<file path="config.mk">
export PLATFORM = sky130hd
export DESIGN_NAME = multicycle_control
export DESIGN_NICKNAME = d
export VERILOG_FILES = /design/src/rtl/mips_ctrl_pkg.sv /design/src/rtl/multicycle_ctrl_outdec.sv /design/src/rtl/multicycle_control.sv
export SDC_FILE = /design/constraint.sdc
export NUM_CORES = 1
export LEC_CHECK = 0
export ABC_AREA = 1
export BUFFER_PORTS_ARGS = -buffer_cell sky130_fd_sc_hd__buf_2
export CORE_UTILIZATION = 50
export CTS_CLUSTER_DIAMETER = 50
export DETAILED_ROUTE_END_ITERATION = 12
export GPL_ROUTABILITY_DRIVEN = 0
export PLACE_DENSITY = 0.82
export SETUP_SLACK_MARGIN = 0.2
export SLEW_MARGIN = 25
export SYNTH_ARGS = -nofsm -noshare
export SYNTH_HDL_FRONTEND = slang
export SYNTH_HIERARCHICAL = 1
export SYNTH_SLANG_ARGS = --single-unit
</file>
<file path="constraint.sdc">
create_clock -name clk -period 2.6 [get_ports clk]
set_clock_uncertainty 0.2 [all_clocks]
set_input_delay 0.52 -clock clk [delete_from_list [all_inputs] [get_ports clk]]
set_output_delay 0.52 -clock clk [all_outputs]
set_load 0.01 [all_outputs]
</file>
<file path="src/rtl/mips_ctrl_pkg.sv">
// +----------------------------------------------------------------------+
// | mips_ctrl_pkg : opcodes, state encodings and control-word type        |
// | Revision 1.0                                                          |
// +----------------------------------------------------------------------+
`default_nettype none

package mips_ctrl_pkg;

  localparam logic [5:0] OP_RTYPE = 6'b000000;
  localparam logic [5:0] OP_LW    = 6'b100011;
  localparam logic [5:0] OP_SW    = 6'b101011;
  localparam logic [5:0] OP_BEQ   = 6'b000100;
  localparam logic [5:0] OP_J     = 6'b000010;
  localparam logic [5:0] OP_ADDI  = 6'b001000;

  localparam logic [1:0] ALUOP_ADD   = 2'b00;
  localparam logic [1:0] ALUOP_SUB   = 2'b01;
  localparam logic [1:0] ALUOP_FUNCT = 2'b10;

  localparam logic [1:0] SRCB_RT    = 2'b00;
  localparam logic [1:0] SRCB_FOUR  = 2'b01;
  localparam logic [1:0] SRCB_IMM   = 2'b10;
  localparam logic [1:0] SRCB_IMMSH = 2'b11;

  localparam logic [1:0] PCSRC_ALU    = 2'b00;
  localparam logic [1:0] PCSRC_ALUOUT = 2'b01;
  localparam logic [1:0] PCSRC_JUMP   = 2'b10;

  typedef enum logic [3:0] {
    ST_FETCH  = 4'd0,
    ST_DECODE = 4'd1,
    ST_MEMADR = 4'd2,
    ST_MEMRD  = 4'd3,
    ST_MEMWB  = 4'd4,
    ST_MEMWR  = 4'd5,
    ST_EXEC   = 4'd6,
    ST_ALUWB  = 4'd7,
    ST_BRANCH = 4'd8,
    ST_JUMP   = 4'd9,
    ST_ADDIEX = 4'd10,
    ST_ADDIWB = 4'd11
  } state_t;

  typedef struct packed {
    logic       pcwrite;
    logic       pcwritecond;
    logic       iord;
    logic       memread;
    logic       memwrite;
    logic       irwrite;
    logic       memtoreg;
    logic       regdst;
    logic       regwrite;
    logic       alusrca;
    logic [1:0] alusrcb;
    logic [1:0] aluop;
    logic [1:0] pcsource;
  } ctrl_t;

endpackage

`default_nettype wire

</file>
<file path="src/rtl/multicycle_ctrl_outdec.sv">
// +----------------------------------------------------------------------+
// | multicycle_ctrl_outdec : state + mem_ready to control-word decoder    |
// | Revision 1.0                                                          |
// +----------------------------------------------------------------------+
`default_nettype none

module multicycle_ctrl_outdec
  import mips_ctrl_pkg::*;
(
  input  state_t cur_state,
  input  logic   mem_ready,
  output ctrl_t  ctrl
);

  always_comb begin
    ctrl = '0;
    case (cur_state)
      ST_FETCH: begin
        ctrl.memread  = 1'b1;
        ctrl.alusrcb  = SRCB_FOUR;
        ctrl.aluop    = ALUOP_ADD;
        ctrl.pcsource = PCSRC_ALU;
        // IR and PC only advance once the fetch actually completes
        ctrl.irwrite  = mem_ready;
        ctrl.pcwrite  = mem_ready;
      end
      ST_DECODE: begin
        ctrl.alusrca = 1'b0;
        ctrl.alusrcb = SRCB_IMMSH;
        ctrl.aluop   = ALUOP_ADD;
      end
      ST_MEMADR: begin
        ctrl.alusrca = 1'b1;
        ctrl.alusrcb = SRCB_IMM;
        ctrl.aluop   = ALUOP_ADD;
      end
      ST_MEMRD: begin
        ctrl.memread = 1'b1;
        ctrl.iord    = 1'b1;
      end
      ST_MEMWR: begin
        ctrl.memwrite = 1'b1;
        ctrl.iord     = 1'b1;
      end
      ST_MEMWB: begin
        ctrl.regwrite = 1'b1;
        ctrl.memtoreg = 1'b1;
      end
      ST_EXEC: begin
        ctrl.alusrca = 1'b1;
        ctrl.alusrcb = SRCB_RT;
        ctrl.aluop   = ALUOP_FUNCT;
      end
      ST_ALUWB: begin
        ctrl.regwrite = 1'b1;
        ctrl.regdst   = 1'b1;
      end
      ST_BRANCH: begin
        ctrl.alusrca     = 1'b1;
        ctrl.alusrcb     = SRCB_RT;
        ctrl.aluop       = ALUOP_SUB;
        ctrl.pcwritecond = 1'b1;
        ctrl.pcsource    = PCSRC_ALUOUT;
      end
      ST_JUMP: begin
        ctrl.pcwrite  = 1'b1;
        ctrl.pcsource = PCSRC_JUMP;
      end
      ST_ADDIEX: begin
        ctrl.alusrca = 1'b1;
        ctrl.alusrcb = SRCB_IMM;
        ctrl.aluop   = ALUOP_ADD;
      end
      ST_ADDIWB: begin
        ctrl.regwrite = 1'b1;
      end
      default: ctrl = '0;
    endcase
  end

endmodule

`default_nettype wire

</file>
<file path="src/rtl/multicycle_control.sv">
// +----------------------------------------------------------------------+
// | multicycle_control : main control FSM of the multicycle MIPS datapath |
// | Revision 1.0                                                          |
// +----------------------------------------------------------------------+
`default_nettype none

module multicycle_control
  import mips_ctrl_pkg::*;
#(
  parameter int OP_W    = 6,
  parameter int STATE_W = 4
) (
  input  logic               clk,
  input  logic               reset,
  input  logic [OP_W-1:0]    op,
  input  logic               zero,
  input  logic               mem_ready,
  output logic               pcwrite,
  output logic               pcwritecond,
  output logic               iord,
  output logic               memread,
  output logic               memwrite,
  output logic               irwrite,
  output logic               memtoreg,
  output logic               regdst,
  output logic               regwrite,
  output logic               alusrca,
  output logic [1:0]         alusrcb,
  output logic [1:0]         aluop,
  output logic [1:0]         pcsource,
  output logic               illegal_op,
  output logic [STATE_W-1:0] state
);

  state_t r_state;
  state_t w_next;
  logic   w_illegal;
  ctrl_t  w_ctrl;
  ctrl_t  w_ctrl_gated;
  logic   w_unused_zero;

  // The branch decision is made in the datapath from pcwritecond and zero
  assign w_unused_zero = zero;

  always_comb begin
    w_next    = r_state;
    w_illegal = 1'b0;
    case (r_state)
      ST_FETCH:  w_next = mem_ready ? ST_DECODE : ST_FETCH;
      ST_DECODE: begin
        case (op)
          OP_RTYPE:     w_next = ST_EXEC;
          OP_LW, OP_SW: w_next = ST_MEMADR;
          OP_BEQ:       w_next = ST_BRANCH;
          OP_J:         w_next = ST_JUMP;
          OP_ADDI:      w_next = ST_ADDIEX;
          default: begin
            w_next    = ST_FETCH;
            w_illegal = 1'b1;
          end
        endcase
      end
      ST_MEMADR: begin
        if (op == OP_LW)      w_next = ST_MEMRD;
        else if (op == OP_SW) w_next = ST_MEMWR;
        else                  w_next = ST_FETCH;
      end
      ST_MEMRD:  w_next = mem_ready ? ST_MEMWB : ST_MEMRD;
      ST_MEMWR:  w_next = mem_ready ? ST_FETCH : ST_MEMWR;
      ST_EXEC:   w_next = ST_ALUWB;
      ST_ADDIEX: w_next = ST_ADDIWB;
      default:   w_next = ST_FETCH;
    endcase
  end

  always_ff @(posedge clk or posedge reset) begin
    if (reset) r_state <= ST_FETCH;
    else       r_state <= w_next;
  end

  multicycle_ctrl_outdec u_outdec (
    .cur_state (r_state),
    .mem_ready (mem_ready),
    .ctrl      (w_ctrl)
  );

  // Outputs are forced low combinationally so a strobe dies the instant reset rises
  assign w_ctrl_gated = reset ? '0 : w_ctrl;

  assign pcwrite     = w_ctrl_gated.pcwrite;
  assign pcwritecond = w_ctrl_gated.pcwritecond;
  assign iord        = w_ctrl_gated.iord;
  assign memread     = w_ctrl_gated.memread;
  assign memwrite    = w_ctrl_gated.memwrite;
  assign irwrite     = w_ctrl_gated.irwrite;
  assign memtoreg    = w_ctrl_gated.memtoreg;
  assign regdst      = w_ctrl_gated.regdst;
  assign regwrite    = w_ctrl_gated.regwrite;
  assign alusrca     = w_ctrl_gated.alusrca;
  assign alusrcb     = w_ctrl_gated.alusrcb;
  assign aluop       = w_ctrl_gated.aluop;
  assign pcsource    = w_ctrl_gated.pcsource;
  assign illegal_op  = w_illegal & ~reset;
  assign state       = r_state;

endmodule

`default_nettype wire

</file>
==> flow_metrics.env <==
export IMPL_status="finished clean"
export IMPL_cp_required_ps=1880
export IMPL_synth_top_cells_by_area="nor2_1, inv_1, dfrtp_1"
export IMPL_cts_hold_buffers=0
export IMPL_start_util_pct=54.4
export IMPL_synth_nets=158
export IMPL_io_pins=31
export IMPL_cp_arrival_ps=1500
export IMPL_leakage_uw=0.000567
export IMPL_rows=13
export IMPL_critPathKind="flip-flop to output port"
export IMPL_worstMarginPinSlew_ps=372
export IMPL_cts_setup_buffers=0
export IMPL_syn_inst=148
export IMPL_grt_max_degree=18
export IMPL_hold_viol=0
export IMPL_ir_drop_mv=0.211
export IMPL_vias=888
export IMPL_area_delta_synth_final_pct=23.6
export IMPL_cts_root_buffer="clkbuf_4"
export IMPL_maxCapViolations=0
export IMPL_drc_errors=0
export IMPL_maxSlewHeadroom_pct=75.2
export IMPL_fin_util_pct=67.2
export IMPL_synthesis_area_um2=717
export IMPL_largest_register_ff_count=4
export IMPL_htree_levels=1
export IMPL_synth_common_cells="nor2_1, inv_1, nand2_1, nand3_1, nor2_2"
export IMPL_core_mm2=0.00132
export IMPL_drtAntennaViolNets=0
export IMPL_start_kind="flip-flop"
export IMPL_synth_edf_count=0
export IMPL_numClockSinks=4
export IMPL_synth_top_flop_cell="dfrtp_1"
export IMPL_vias_per_cell=4.63
export IMPL_avgSynthCellArea_um2=4.84
export IMPL_ys_seq_area_share_pct=14.0
export IMPL_finalCriticalPeriod_ps=2220
export IMPL_reg2reg_depth=6
export IMPL_critPathCaptureType="output port"
export IMPL_clk_pin_slew_ps=40
export IMPL_antenna_found_initial=0
export IMPL_numPortBuffers=29
export IMPL_wl_per_cell_um=8.60
export IMPL_tns_ps=0
export IMPL_fmax_ghz=0.450
export IMPL_first_global_vias=652
export IMPL_fp_dieW_um=39.9
export IMPL_drt_initial_drc_count=8
export IMPL_cts_tree="built"
export IMPL_fin_crit_sh_pct=85.4
export IMPL_setup_violations=0
export IMPL_p_per_area_mw_per_mm2=265
export IMPL_worst_r2r_startpoint="state[0]"
export IMPL_cts_buffers=3
export IMPL_ys_warn_count=6
export IMPL_hp_class="input pin to async pin"
export IMPL_layoutNonFillerInstCount=192
export IMPL_first_pass_iters=4
export IMPL_cp_max_fo=11
export IMPL_grt_pass1_wl_um=2570
export IMPL_die_area_mm2=0.00159
export IMPL_synthArstFlopShare_pct=100
export IMPL_num_nets_final=189
export IMPL_post_place_cells=189
export IMPL_rrSetupSlack_ps=1160
export IMPL_dp_hpwl_um=1410
export IMPL_synth_seq_cells=4
export IMPL_yosys_area_top_type="nor2_1"
export IMPL_antenna_cells=0
export IMPL_die_h_um=39.9
export IMPL_slew_viol_final=0
export IMPL_fin_hold_ws_ps=115
export IMPL_drive_gt1_share_pct=27.1
export IMPL_rsz0062_at_grt="false"
export IMPL_ctsLongestPathBuffers=2
export IMPL_yosysMostFrequentCell="nor2_1"
export IMPL_synth_cell_type_count=18
export IMPL_r2r_end="state[1]"
export IMPL_overflow=0
export IMPL_track_usage_pct=24.3
export IMPL_netlist_area_leader_share_pct=22.5
export IMPL_post_cts_resized=0
export IMPL_clk_insertion_delay_late_ps=230
export IMPL_wirelength_um=1650
[power breakdown]
group	internal [uW]	total [uW]	switching, uW
Combinational	30.4	85.3	54.9
Clock	51.6	76.1	24.6
Sequential	65.1	73.0	7.98
[logic make-up after synthesis]
group | count (synthesis) | share of synthesized area, %
and+or+nand+nor | 94 | 57.6
DFF | 4 | 14.0
buffers and inverters | 45 | 24.4
AOI/OAI and AO/OA | 5 | 4.01
[area by class of cell]
class	count	area, um2
fillers	143	432
multi-input cells	99	442
well taps	15	18.8
repair buffers	29	145
inverters	42	158
flip-flops and latches	4	100
clock buffers	3	22.5
[critical path, stage by stage, from the launching register on]
cell	delay [ps]
dfrtp_1	550
inv_1	120
nor2_2	160
nand3_1	110
nor3_2	180
buf_2	150
[cells in the final DEF, fill, tap and decap left out]
cell and count:
nor2_1 43, inv_1 39, buf_2 29, nand2_1 26, nand3_1 11, nor2_2 5, nand2_2 4, dfrtp_1 4
inv_2 3, clkbuf_4 3, o21ai_0 2, a21oi_1 2, nor2_4 1, nand4_1 1, nand3_2 1, nor3_2 1
nor3_1 1, a21oi_2 1
[worst max-delay path by stage]
| stage | to | startpoint | cells after the start | slack (ps) |
|---|---|---|---|---|
| finish | illegal_op | state[0] | 5 | 380 |
| floorplan | illegal_op | reset | 4 | 740 |
| global placement | illegal_op | reset | 5 | 550 |
| global route | memread | state[0] | 7 | 260 |
| detailed placement | illegal_op | reset | 5 | 510 |
| CTS | illegal_op | state[0] | 5 | 370 |
[stage by stage]
stage | setup slack [ps] | cell area, um2 | power (uW)
final | 380 | 886 | 234
after detailed placement | 510 | 863 | 160
after floorplan | 741 | 717 | 131
after global routing | 265 | 886 | 258
after global placement | 554 | 863 | 156
after CTS | 366 | 886 | 240
[routing by layer]
metal	part of all wire (%)	vias to the layer above	GRT usage [%]
met1	46	386	29.6
met4	0.36	0	7.76
li1	-	483	-
met2	50	17	41.1
met5	0	-	0
met3	3.3	2	5.11
Power figures use the tool's default switching activity.
